--- config.mk ---
export PLATFORM = sky130hd
export DESIGN_NAME = noc_ingress_arbiter
export DESIGN_NICKNAME = d
export VERILOG_FILES = /design/src/rtl/noc_ingress_arbiter.sv
export SDC_FILE = /design/constraint.sdc
export NUM_CORES = 1
export LEC_CHECK = 0
export ABC_CLOCK_PERIOD_IN_PS = 5000
export BUFFER_PORTS_ARGS = -buffer_cell sky130_fd_sc_hd__buf_2
export CORE_AREA = 2 2 134 136
export CTS_CLUSTER_DIAMETER = 80
export DETAILED_ROUTE_END_ITERATION = 8
export DIE_AREA = 0 0 136 138
export SLEW_MARGIN = 20
export SYNTH_ARGS = -nofsm -noshare
export SYNTH_HDL_FRONTEND = slang
export SYNTH_SLANG_ARGS = --single-unit
--- constraint.sdc ---
create_clock -name clk -period 5 [get_ports clk]
set_clock_uncertainty 0.05 [all_clocks]
set_input_delay 0.5 -clock clk [delete_from_list [all_inputs] [get_ports clk]]
set_output_delay 0.5 -clock clk [all_outputs]
set_load 0.005 [all_outputs]
--- src/rtl/noc_ingress_arbiter.sv ---
// Packet-atomic round-robin arbiter feeding the single NoC ingress link.
// A grant is held from head flit to tail flit; over-long packets are force-released.
module noc_ingress_arbiter #(
  parameter int NUM_REQ       = 4,
  parameter int FLIT_W        = 64,
  parameter int MAX_PKT_FLITS = 16,
  localparam int ID_W         = $clog2(NUM_REQ)
) (
  input  logic                      clk,
  input  logic                      rst,
  input  logic [NUM_REQ*FLIT_W-1:0] req_flit,
  input  logic [NUM_REQ-1:0]        req_valid,
  input  logic [NUM_REQ-1:0]        req_last,
  output logic [NUM_REQ-1:0]        req_ready,
  output logic [FLIT_W-1:0]         out_flit,
  output logic                      out_valid,
  input  logic                      out_ready,
  output logic [ID_W-1:0]           grant_id,
  output logic                      pkt_err,
  output logic [ID_W-1:0]           err_id
);

  localparam int CNT_W = $clog2(MAX_PKT_FLITS + 1);
  localparam logic [0:0] S_IDLE = 1'b0;
  localparam logic [0:0] S_LOCK = 1'b1;

  logic [0:0]         r_state;
  logic [CNT_W-1:0]   r_cnt;
  logic [ID_W-1:0]    r_rr_ptr;
  logic [ID_W-1:0]    r_grant_id;
  logic               r_pkt_err;
  logic [ID_W-1:0]    r_err_id;
  logic [FLIT_W-1:0]  r_out_flit;
  logic               r_out_valid;

  logic               w_rr_found;
  logic [ID_W-1:0]    w_rr_id;
  logic               w_sel_valid;
  logic [ID_W-1:0]    w_sel_id;
  logic [FLIT_W-1:0]  w_sel_flit;
  logic               w_sel_last;
  logic               w_load_en;
  logic               w_accept;
  logic               w_overflow;
  logic [NUM_REQ-1:0] w_req_ready;

  // Round-robin search starting just after the last packet owner.
  always_comb begin
    w_rr_found = 1'b0;
    w_rr_id    = '0;
    for (int k = 1; k <= NUM_REQ; k++) begin
      if (!w_rr_found && req_valid[(int'(r_rr_ptr) + k) % NUM_REQ]) begin
        w_rr_found = 1'b1;
        w_rr_id    = ID_W'((int'(r_rr_ptr) + k) % NUM_REQ);
      end else begin
        w_rr_found = w_rr_found;
      end
    end
  end

  always_comb begin
    w_sel_valid = 1'b0;
    w_sel_id    = '0;
    case (r_state)
      S_IDLE: begin
        w_sel_valid = w_rr_found;
        w_sel_id    = w_rr_id;
      end
      S_LOCK: begin
        w_sel_valid = req_valid[r_grant_id];
        w_sel_id    = r_grant_id;
      end
      default: begin
        w_sel_valid = 1'b0;
        w_sel_id    = '0;
      end
    endcase
  end

  always_comb begin
    w_sel_flit = '0;
    w_sel_last = 1'b0;
    for (int i = 0; i < NUM_REQ; i++) begin
      if (w_sel_id == ID_W'(i)) begin
        w_sel_flit = req_flit[i*FLIT_W +: FLIT_W];
        w_sel_last = req_last[i];
      end else begin
        w_sel_flit = w_sel_flit;
      end
    end
  end

  assign w_load_en  = !r_out_valid || out_ready;
  assign w_accept   = w_load_en && w_sel_valid && !rst;
  assign w_overflow = w_accept && !w_sel_last && (r_cnt == CNT_W'(MAX_PKT_FLITS - 1));

  // Ready is forced low while reset is held so the link goes quiet without a clock.
  always_comb begin
    w_req_ready = '0;
    for (int i = 0; i < NUM_REQ; i++) begin
      w_req_ready[i] = w_accept && (w_sel_id == ID_W'(i));
    end
  end

  // Arbitration state, packet length count and error reporting.
  always_ff @(posedge clk or posedge rst) begin
    if (rst) begin
      r_state    <= S_IDLE;
      r_cnt      <= '0;
      r_rr_ptr   <= ID_W'(NUM_REQ - 1);
      r_grant_id <= '0;
      r_pkt_err  <= 1'b0;
      r_err_id   <= '0;
    end else begin
      r_pkt_err <= w_overflow;
      if (w_overflow) begin
        r_err_id <= w_sel_id;
      end
      if (w_accept) begin
        r_grant_id <= w_sel_id;
        if (w_sel_last || w_overflow) begin
          r_state  <= S_IDLE;
          r_rr_ptr <= w_sel_id;
          r_cnt    <= '0;
        end else begin
          r_state  <= S_LOCK;
          r_cnt    <= r_cnt + CNT_W'(1);
        end
      end
    end
  end

  // Single output register; a new flit may replace one leaving in the same cycle.
  always_ff @(posedge clk or posedge rst) begin
    if (rst) begin
      r_out_flit  <= '0;
      r_out_valid <= 1'b0;
    end else if (w_accept) begin
      r_out_flit  <= w_sel_flit;
      r_out_valid <= 1'b1;
    end else if (out_ready) begin
      r_out_valid <= 1'b0;
    end
  end

  assign req_ready = w_req_ready;
  assign out_flit  = r_out_flit;
  assign out_valid = r_out_valid;
  assign grant_id  = r_grant_id;
  assign pkt_err   = r_pkt_err;
  assign err_id    = r_err_id;

endmodule
==> reports/qor.yml, run 1 <==
grt:
  overflow: 0
  grt_usage: 0.165
  grt_max_degree: 89
  grt_pass1_wl_um: 24600
  antenna_found_initial: 1
  grt_pass1_vias: 4874
cells_and_area:
  stdcell_count: 1075
  final_common_cell: "buf_2"
  drive_gt1_frac: 0.527
  final_cell_area_mm2: 0.00754
  fillers: 1770
  fin_nets: 1109
  most-common-layout-cells: "340 x buf_2, 129 x mux2i_1, 77 x nand2_1"
  utilization: 0.430
  area_growth_pct: 40.1
worst_setup_path:
  cp_num_buf_inv: 1
  rr_endpoint: "out_flit[45]$_DFFE_PP0N_"
  path_cells: "mux2i_1, a21oi_1, a211o_2, and2_4, nor3_1, buf_2"
  start_kind: "flip-flop"
  critical_path_peak_fanout: 67
  cp_slowest_cell: "and2_4"
  crit_type: "flip-flop to primary output"
  critPathArrivalTime_ns: 2.57
  slowest_delay_ns: 0.74
  cpLargestDelayFamily: "simple AND/OR/NAND/NOR gates"
  timing.rr.start: "r_rr_ptr[0]$_DFFE_PP1P_"
  worstRegToRegCells: 7
  critPathCaptureType: "primary output"
  regToRegSetupSlack_ns: 2.26
  required_ns: 4.45
power_and_ir_drop:
  power.leakage_nw: 3.98
  switchingPower_mw: 1.72
  p_int_mw: 2.72
  pwr-share-clk: 0.157
  comb_power_share: 0.593
  ir_drop_mv: 0.342
  p_per_area_mw_per_mm2: 590
  power_frac_seq: 0.250
  p_sw_frac: 0.387
yosys:
  ys.flop_type: "dfrtp_1"
  seq_area_frac_synth: 0.363
  synth_edf_count: 0
  yosys_warnings: 0
  async_reset_ff_frac: 1.00
  synthDistinctLibCells: 53
  syn-num-nets: 794
  syn_area_mm2: 0.00538
  synthCells: 525
  synth_seq_cells: 78
  syn-mean-instance-area_um2: 10.3
place:
  place_inst: 1058
  dp_slack_ns: 1.89
  routabilityCongestion: 0.781
  dpl_cell_area_mm2: 0.00722
  io_buffers: 340
  dp_hpwl_um: 12100
detailed_routing:
  wire_per_inst_um: 14.4
  drt-vias-per-instance: 4.61
  drt_iter0_markers: 117
  drc: 0
  ant_nets: 0
  wirelength_um: 15400
  via_count: 4960
  drt-pass1-iter-count: 4
floorplan:
  start_util: 0.307
  coreArea_mm2: 0.0175
  die_y_um: 138
  die_x_um: 136
  fp-row-count: 49
  pin_count: 341
  die-area_mm2: 0.0188
sta:
  setup-violations-final: 0
  fin_ws_ns: 1.88
  slew_viol_final: 0
  fin_crit_ns: 3.12
  rsz0062_at_grt: "no"
  finalSetupTns_ns: 0
  period_share: 0.625
  worstMarginPinSlew_ns: 0.918
  hold_viol: 0
  slew_headroom: 0.388
  fmax_mhz: 320
cts:
  clockBufferDepth: 2
  cts_setup_buffers: 0
  cts_buffers: 9
  root_buffer: "clkbuf_16"
  cts_hold_buf: 0
  cts.sinks: 78
  insertion_delay_ns: 0.33
  htree_levels: 3
  cts_tree: "yes"
  ctsResizeCount: 0
  clk_pin_slew_ns: 0.06
worst_hold_path:
  hold_class: "input pin to asynchronous set/reset pin"
run:
  maxCapViolCount: 0
run_status:
  status: "finished clean"
-- logic make-up (layout without fill, tap and decap cells) --
kind of cell | after synthesis | count (layout) | share of synthesized area
and+or+nand+nor | 108 | 108 | 0.0930
other | 0 | 1 | 0
muxes | 199 | 199 | 0.389
adders and majority gates | 2 | 2 | 0.00465
buffers and inverters | 47 | 367 | 0.0502
DFF | 78 | 78 | 0.363
AOI/OAI and AO/OA | 91 | 91 | 0.100
-- cell type report --
| type | count | area [um2] | share of cell area |
|---|---|---|---|
| inverters | 7 | 27.5 | 0.00365 |
| clock inverters | 7 | 88.8 | 0.0118 |
| multi-input cells | 400 | 3180 | 0.422 |
| flip-flops and latches | 78 | 1950 | 0.259 |
| diodes | 1 | 2.50 | 0.000332 |
| clock buffers | 9 | 225 | 0.0299 |
| repair buffers | 344 | 1770 | 0.235 |
| well taps | 229 | 287 | 0.0380 |
-- metrics by stage --
stage	hold slack [ns]	total power, mW
detailed placement	0.415	3.80
CTS	0.231	4.52
global placement	0.407	3.77
global route	0.287	4.82
floorplan	0.399	3.13
finish	0.193	4.45
-- metal layers --
layer  share of wire  track usage  up-vias
met4           0.019       0.0620        0
li1                -            -     2525
met2            0.49        0.281      197
met3           0.069       0.0326       20
met5               0            0        -
met1            0.42        0.205     2218
-- synth_stat cells (3+ instances only) --
cell type / instances / area (um2)
buf_6: 8 / 90.1
buf_2: 10 / 50.1
o21ai_0: 38 / 190
o21ai_1: 31 / 155
a21oi_1: 4 / 20.0
mux2_2: 69 / 777
inv_1: 7 / 26.3
mux2i_1: 129 / 1290
dfrtp_1: 76 / 1900
nor3_1: 6 / 30.0
nand2_1: 77 / 289
clkbuf_1: 16 / 60.1
buf_4: 3 / 22.5
nor2_1: 3 / 11.3
-- state kept, by name (all words and copies together), names as in the netlist --
register and cells:
r_cnt 5, out_flit 64, r_state 1, grant_id 2, err_id 2, pkt_err 1
out_valid 1, r_rr_ptr 2
-- how the worst max path moves through the flow --
stage	slack, ns	from	end	depth (start not counted)
after floorplan	1.03	rst	req_ready[0]	7
after global placement	1.97	rst	r_cnt[2]$_DFFE_PP0N_	7
after detailed placement	1.89	rst	r_cnt[2]$_DFFE_PP0N_	7
after CTS	1.82	r_rr_ptr[1]$_DFFE_PP1P_	req_ready[1]	6
after global routing	1.67	r_rr_ptr[1]$_DFFE_PP1P_	req_ready[3]	6
final	1.88	r_rr_ptr[1]$_DFFE_PP1P_	req_ready[1]	6
-- power by group through the flow --
stage / sequential (mW) / clock, mW / combinational, mW
5_1_grt: 1.16 / 0.745 / 2.91
4_1_cts: 1.12 / 0.722 / 2.68
3_3_place_gp: 1.11 / 0 / 2.66
3_5_place_dp: 1.12 / 0 / 2.68
6_report: 1.11 / 0.696 / 2.64
2_1_floorplan: 1.12 / 0 / 2.00
Power figures use the tool's default switching activity.
==> inputs of run 2 (changes only) <==
--- a/config.mk
+++ b/config.mk
@@ -5,12 +5,13 @@
 export SDC_FILE = /design/constraint.sdc
 export NUM_CORES = 1
 export LEC_CHECK = 0
-export ABC_CLOCK_PERIOD_IN_PS = 5000
+export ABC_AREA = 1
+export ABC_CLOCK_PERIOD_IN_PS = 3200
 export BUFFER_PORTS_ARGS = -buffer_cell sky130_fd_sc_hd__buf_2
-export CORE_AREA = 2 2 134 136
+export CORE_AREA = 2 2 132 134
 export CTS_CLUSTER_DIAMETER = 80
 export DETAILED_ROUTE_END_ITERATION = 8
-export DIE_AREA = 0 0 136 138
+export DIE_AREA = 0 0 134 136
 export SLEW_MARGIN = 20
 export SYNTH_ARGS = -nofsm -noshare
 export SYNTH_HDL_FRONTEND = slang
==> constraint.sdc (replaced) <==
create_clock -name clk -period 3.2 [get_ports clk]
set_clock_uncertainty 0.05 [all_clocks]
set_input_delay 0.32 -clock clk [delete_from_list [all_inputs] [get_ports clk]]
set_output_delay 0.32 -clock clk [all_outputs]
set_load 0.005 [all_outputs]
==> reports/qor.yml, run 2 <==
yosys:
  yosys-top-cells-count: "254 x nand2_1, 110 x nand3_1, 76 x dfrtp_1"
  yosys_warnings: 0  # unchanged
  yosysTopAreaCell: "dfrtp_1"
  syn_area_mm2: 0.00497  # -7.7%
  seq_area_frac_synth: 0.393  # +0.0303
  synthTopCellsByArea: "dfrtp_1 38%, nand2_1 19%, nand3_1 11%"
  async_reset_ff_frac: 1.00  # unchanged
  syn-num-nets: 991  # +25%
  synth_edf_count: 0  # unchanged
  synth.most_common_cell: "nand2_1"
  synth.top_cell.area_share: 0.383  # +0.0295
  synthCells: 722  # +38%
  synthDistinctLibCells: 30  # -43%
  syn-mean-instance-area_um2: 6.88  # -33%
  synth_seq_cells: 78  # unchanged
  ys.flop_type: "dfrtp_1"
run:
  maxCapViolCount: 0  # unchanged
place:
  dp_hpwl_um: 15000  # +24%
  io_buffers: 340  # unchanged
  routabilityCongestion: 0.830  # +6.2%
  dpl_cell_area_mm2: 0.00683  # -5.4%
  place_inst: 1250  # +18%
cells_and_area:
  area_growth_pct: 44.2
  final_common_cell: "buf_2"
  final_cell_area_mm2: 0.00716  # -5.0%
  drive_gt1_frac: 0.383  # -0.144
  stdcell_count: 1269  # +18%
  most-common-layout-cells: "340 x buf_2, 253 x nand2_1, 110 x nand3_1"
  fin_nets: 1306  # +18%
  largest_register_ffs: 64  # unchanged
power_and_ir_drop:
  power_frac_seq: 0.206  # -0.044
  power.leakage_nw: 3.84  # -3.5%
  p_sw_frac: 0.517  # +0.130
  p_int_mw: 4.05  # +49%
  switchingPower_mw: 4.33  # +150%
  pwr-share-clk: 0.131  # -0.026
  ir_drop_mv: 0.614  # +79%
  p_per_area_mw_per_mm2: 1170  # +98%
  comb_power_share: 0.662  # +0.069
sta:
  worstMarginPinSlew_ns: 0.577  # -0.341 ns
  slew_viol_final: 0  # unchanged
  hold_viol: 0  # unchanged
  rsz0062_at_grt: "no"
  period_share: 0.927
  finalSetupTns_ns: 0  # unchanged
  fmax_mhz: 337
  setup-violations-final: 0  # unchanged
  fin_hold_ws_ns: 0.121  # -0.0724 ns
  slew_headroom: 0.615  # +0.227
  fin_crit_ns: 2.97
cts:
  clockBufferDepth: 2  # unchanged
  cts_buffers: 9  # unchanged
  root_buffer: "clkbuf_16"
  insertion_delay_ns: 0.34  # about the same
  cts_tree: "yes"
  htree_levels: 3  # unchanged
  cts_hold_buf: 0  # unchanged
  clk_pin_slew_ns: 0.06  # about the same
  cts.sinks: 78  # unchanged
worst_setup_path:
  startpoint: "r_rr_ptr[0]$_DFFE_PP1P_"
  required_ns: 2.83  # -1.62 ns
  path_cells: "inv_2, nand2_1, nand2_1, nand2_2, nand2_2, nor2_4, nand4_1, nand2_4, clkinvlp_4, nand2_1, nor2_1, buf_2"
  critical_path_peak_fanout: 29  # -57%
  cp_slowest_cell: "dfstp_2"
  crit_type: "flip-flop to primary output"
  slowest_delay_ns: 0.64  # -0.10 ns
  critPathCaptureType: "primary output"
  timing.rr.start: "r_rr_ptr[0]$_DFFE_PP1P_"
  cp_common_cell: "nand2_1"
  regToRegSetupSlack_ns: 0.30  # -1.96 ns
  critPathArrivalTime_ns: 2.60  # +0.03 ns
  start_kind: "flip-flop"
floorplan:
  die-area_mm2: 0.0182  # -2.9%
  die_x_um: 134  # -1.5%
  start_util: 0.294  # -0.0126
  coreArea_mm2: 0.0169  # -3.8%
  die_y_um: 136  # -1.4%
  pin_count: 341  # unchanged
  fp-row-count: 48  # -2.0%
detailed_routing:
  wl_met2_um: 9670  # +27%
  drc: 0  # unchanged
  drt-vias-per-instance: 4.80  # +4.0%
  ant_nets: 0  # unchanged
  drt_iter0_markers: 344  # +190%
  drt-pass1-iter-count: 5  # +1
  maxUsedRoutingLayer: "met4"
  wl_met3_um: 1380  # +30%
  via_count: 6087  # +23%
  wirelength_um: 20100  # +30%
  wire_per_inst_um: 15.9  # +10%
  drt-met1-wl_um: 8730  # +35%
worst_hold_path:
  hold_class: "input pin to flip-flop"
  min_from: "out_ready"
grt:
  grt_pass1_vias: 5983  # +23%
  overflow: 0  # unchanged
  grt_max_degree: 67  # -25%
  antenna_found_initial: 2  # +1
  grt_pass1_wl_um: 30900  # +26%
  grt_usage: 0.215  # +0.0504
run_status:
  status: "finished clean"
run 2: changes by cell type after synthesis, moves of 6 or more:
cell	previous run	this run
a21oi_1	4	56
a31oi_1	0	31
buf_2	10	30
buf_6	8	2
inv_1	7	17
inv_2	0	6
mux2_2	69	0
mux2i_1	129	0
nand2_1	77	254
nand3_1	2	110
nand4_1	0	6
nor2_1	3	22
o21ai_0	38	19
o21ai_1	31	49
run 2: power by group through the flow:
| stage | Clock [mW] | Combinational (mW) | Sequential (mW) |
|---|---|---|---|
| after floorplan | 0 | 3.88 | 1.74 |
| after global placement | 0 | 5.55 | 1.73 |
| after detailed placement | 0 | 5.62 | 1.73 |
| after CTS | 1.14 | 5.62 | 1.73 |
| after global routing | 1.17 | 6.27 | 1.78 |
| final | 1.10 | 5.55 | 1.73 |
run 2: routing by layer:
layer | up-vias | track usage
met5 | - | 0
met4 | 0 | 0.0638
met3 | 25 | 0.0466
met2 | 236 | 0.367
met1 | 2772 | 0.275
li1 | 3054 | -
run 2: path summary, 6_finish.rpt:
check,cells past startpoint,to
setup / recovery,12,req_ready[3]
hold reg to reg,2,err_id[1]$_DFFE_PP0P_
setup reg to reg,20,r_rr_ptr[0]$_DFFE_PP1P_
min in group asynchronous,3,out_flit[10]$_DFFE_PP0N_
hold / removal,2,out_valid$_DFFE_PP0P_
max in group asynchronous,4,out_flit[16]$_DFFE_PP0N_
run 2: critical path: cells and delay by family, from the launching register on:
family | cells | cell delay [ns]
simple gates | 9 | 1.13
flops | 1 | 0.64
buf+inv | 3 | 0.47
run 2: cells by family (layout without fill, tap and decap cells):
| kind of cell | count (synthesis) | after routing | synth area share |
|---|---|---|---|
| simple gates | 408 | 408 | 0.360 |
| compound gates | 156 | 156 | 0.166 |
| flops | 78 | 78 | 0.393 |
| buf+inv | 76 | 396 | 0.0728 |
| fa+ha+maj | 2 | 2 | 0.00504 |
| xor+xnor | 2 | 2 | 0.00353 |
| other cells | 0 | 2 | 0 |
run 2: metrics by stage:
stage | setup WS [ns] | utilization | power [mW]
4_1_cts | 0.0934 | 0.424 | 8.49
6_report | 0.232 | 0.425 | 8.38
2_1_floorplan | 0.480 | - | 5.62
3_5_place_dp | 0.297 | 0.405 | 7.35
3_3_place_gp | 0.364 | 0.405 | 7.28
5_1_grt | 0.00434 | 0.425 | 9.23
run 2: timing repair:
action | 4_1_cts | 5_1_grt
endpoints found under the hold margin | 0 | 0
setup buffers | 0 | 1
setup endpoints to repair | 0 | 5
resized for setup | 0 | 1
run 2: layout make-up:
type                       instances  area [um2]
fill                            1801        9710
multi-input combinational        568        2660
sequential                        78        1950
timing repair buffer             356        1850
tap                              225         282
clock buffer                       9         225
inverter                          24         103
clock inverter                     7        88.8
antenna                            2        5.00
==> inputs of run 3 (changes only) <==
--- a/config.mk
+++ b/config.mk
@@ -8,10 +8,14 @@
 export ABC_AREA = 1
 export ABC_CLOCK_PERIOD_IN_PS = 3200
 export BUFFER_PORTS_ARGS = -buffer_cell sky130_fd_sc_hd__buf_2
-export CORE_AREA = 2 2 132 134
+export CELL_PAD_IN_SITES_DETAIL_PLACEMENT = 0
+export CELL_PAD_IN_SITES_GLOBAL_PLACEMENT = 2
+export CORE_ASPECT_RATIO = 0.8
+export CORE_MARGIN = 2
+export CORE_UTILIZATION = 20
 export CTS_CLUSTER_DIAMETER = 80
 export DETAILED_ROUTE_END_ITERATION = 8
-export DIE_AREA = 0 0 134 136
+export PLACE_DENSITY_LB_ADDON = 0.1
 export SLEW_MARGIN = 20
 export SYNTH_ARGS = -nofsm -noshare
 export SYNTH_HDL_FRONTEND = slang
==> reports/qor.yml, run 3 (same netlist as run 2, synthesis figures left out) <==
detailed_routing:
  via_count: 6066  # -0.34%
  drt_iter0_markers: 251  # -27%
  drt-vias-per-instance: 4.45  # -7.2%
  drc: 0  # unchanged
  wire_per_inst_um: 17.3  # +9.3%
  wirelength_um: 23600  # +17%
  drt-pass1-iter-count: 5  # unchanged
  ant_nets: 0  # unchanged
sta:
  worstMarginPinSlew_ns: 0.570  # -0.00719 ns
  setup-violations-final: 0  # unchanged
  finalSetupTns_ns: 0  # unchanged
  hold_viol: 0  # unchanged
  fmax_mhz: 345  # +2.3%
  slew_headroom: 0.620  # +0.00479
  rsz0062_at_grt: "no"
  fin_crit_ns: 2.90  # -0.0656 ns
  slew_viol_final: 0  # unchanged
  fin_ws_ns: 0.298  # +0.0656 ns
  period_share: 0.907  # -0.0205
grt:
  grt_pass1_wl_um: 35800  # +16%
  grt_usage: 0.176  # -0.0391
  grt_pass1_vias: 5989  # +0.10%
  grt_max_degree: 102  # +52%
  antenna_found_initial: 4  # +2
  overflow: 0  # unchanged
worst_setup_path:
  critPathArrivalTime_ns: 2.53  # -0.07 ns
  critical_path_peak_fanout: 31  # +6.9%
  crit_type: "flip-flop to primary output"
  cp_slowest_cell: "dfstp_2"
  required_ns: 2.83  # about the same
  path_cells: "inv_2, nand2_1, nand2_1, nand2_1, nand2_1, nand2_1, nand2_1, nand2_1, nand2_1, nand2_4, nand2_8, buf_6, nor3_1, buf_2"
  slowest_delay_ns: 0.61  # -0.03 ns
  critPathCaptureType: "primary output"
  start_kind: "flip-flop"
  cp_common_cell: "nand2_1"
  worstRegToRegCells: 15  # -25%
floorplan:
  die-area_mm2: 0.0261  # +43%
  fp-row-count: 51  # +6.3%
  coreArea_mm2: 0.0244  # +44%
  die_x_um: 180  # +34%
  pin_count: 341  # unchanged
  die_y_um: 145  # +6.6%
  start_util: 0.204  # -0.0906
place:
  dp_slack_ns: 0.252  # -0.0446 ns
  routabilityCongestion: 0.805  # -2.9%
  dp_hpwl_um: 17400  # +16%
  io_buffers: 340  # unchanged
cells_and_area:
  area_growth_pct: 47.4
  most-common-layout-cells: "340 x buf_2, 253 x nand2_1, 110 x nand3_1"
  largest_register_ffs: 64  # unchanged
  seq_area_mm2: 0.00195  # unchanged
  final_common_cell: "buf_2"
  fillers: 2787  # +55%
  multiInputGateArea_mm2: 0.00266  # unchanged
  diodes: 0  # -2
  fin_nets: 1309  # +0.23%
  drive_gt1_frac: 0.382  # -0.00110
cts:
  htree_levels: 3  # unchanged
  clk_pin_slew_ns: 0.06  # about the same
  cts_buffers: 9  # unchanged
  clockBufferDepth: 2  # unchanged
  cts_tree: "yes"
  cts.sinks: 78  # unchanged
  cts_hold_buf: 0  # unchanged
  root_buffer: "clkbuf_16"
  insertion_delay_ns: 0.34  # about the same
power_and_ir_drop:
  comb_power_share: 0.675  # +0.013
  p_int_mw: 4.14  # +2.3%
  power.leakage_nw: 3.87  # +0.62%
  p_sw_frac: 0.524  # +0.00676
  power_frac_seq: 0.196  # -0.010
  p_per_area_mw_per_mm2: 1190  # +1.5%
  ir_drop_mv: 0.444  # -28%
  pwr-share-clk: 0.129  # -0.002
  switchingPower_mw: 4.56  # +5.1%
run:
  maxCapViolCount: 0  # unchanged
worst_hold_path:
  hold_class: "input pin to flip-flop"
  min_path_cells: 2  # unchanged
run_status:
  status: "finished clean"
run 3: changes by cell type in the layout (fill, tap and decap cells not counted), sizes merged:
cell and change:
diode -2, clkinv -4, buf +3, clkbuf +2
inv +2
run 3: power groups by stage:
stage,Sequential [mW],Clock [mW],Combinational (mW)
floorplan,1.74,0,3.88
global placement,1.72,0,6.00
detailed placement,1.72,0,5.99
CTS,1.71,1.18,5.99
global route,1.77,1.22,6.62
finish,1.71,1.12,5.87
run 3: path summary, 6_finish.rpt:
check	start	endpoint	slack, ns
max	r_rr_ptr[0]$_DFFE_PP1P_	req_ready[0]	0.30
min	out_ready	out_valid$_DFFE_PP0P_	0.14
max reg2reg	r_rr_ptr[0]$_DFFE_PP1P_	out_flit[44]$_DFFE_PP0N_	0.31
min reg2reg	out_flit[15]$_DFFE_PP0N_	out_flit[15]$_DFFE_PP0N_	0.42
max in group asynchronous	rst	r_cnt[1]$_DFFE_PP0N_	1.95
min in group asynchronous	rst	out_flit[18]$_DFFE_PP0N_	0.16
run 3: cell type report:
cell class / instances / share of cell area
Multi-Input combinational cell: 568 / 0.363
Inverter: 24 / 0.0135
Sequential cell: 78 / 0.267
Tap cell: 318 / 0.0543
Clock inverter: 5 / 0.0111
Clock buffer: 11 / 0.0318
Timing Repair Buffer: 359 / 0.259
run 3: worst max-delay path: cells and delay by family, from the launching register on:
family                 cells  cell delay (ns)
buffers and inverters      3             0.48
flip-flops                 1             0.61
AND/OR/NAND/NOR           11             1.06
run 3: metrics by stage:
step | hold WS [ns] | instances | area (um2) | power, mW | util
5_1_grt | 0.130 | 1363 | 7320 | 9.62 | 0.300
3_5_place_dp | 0.411 | 1343 | 6980 | 7.71 | 0.286
4_1_cts | 0.121 | 1359 | 7290 | 8.88 | 0.299
2_1_floorplan | 0.366 | 722 | 4970 | 5.62 | -
6_report | 0.140 | 1363 | 7320 | 8.70 | 0.300
3_3_place_gp | 0.411 | 1343 | 6980 | 7.72 | 0.286
run 3: timing repair:
| item | CTS | global route |
|---|---|---|
| setup endpoints to repair | 0 | 1 |
| buffers inserted | 0 | 4 |
| resized for setup | 0 | 1 |
| hold endpoints to repair | 0 | 0 |
run 3: layer usage:
metal | part of all wire | global-route usage | up-vias
met5 | 0.0014 | 0 | -
met4 | 0.0095 | 0.0383 | 6
met3 | 0.069 | 0.0517 | 20
met2 | 0.47 | 0.293 | 229
met1 | 0.45 | 0.226 | 2746
li1 | - | - | 3065
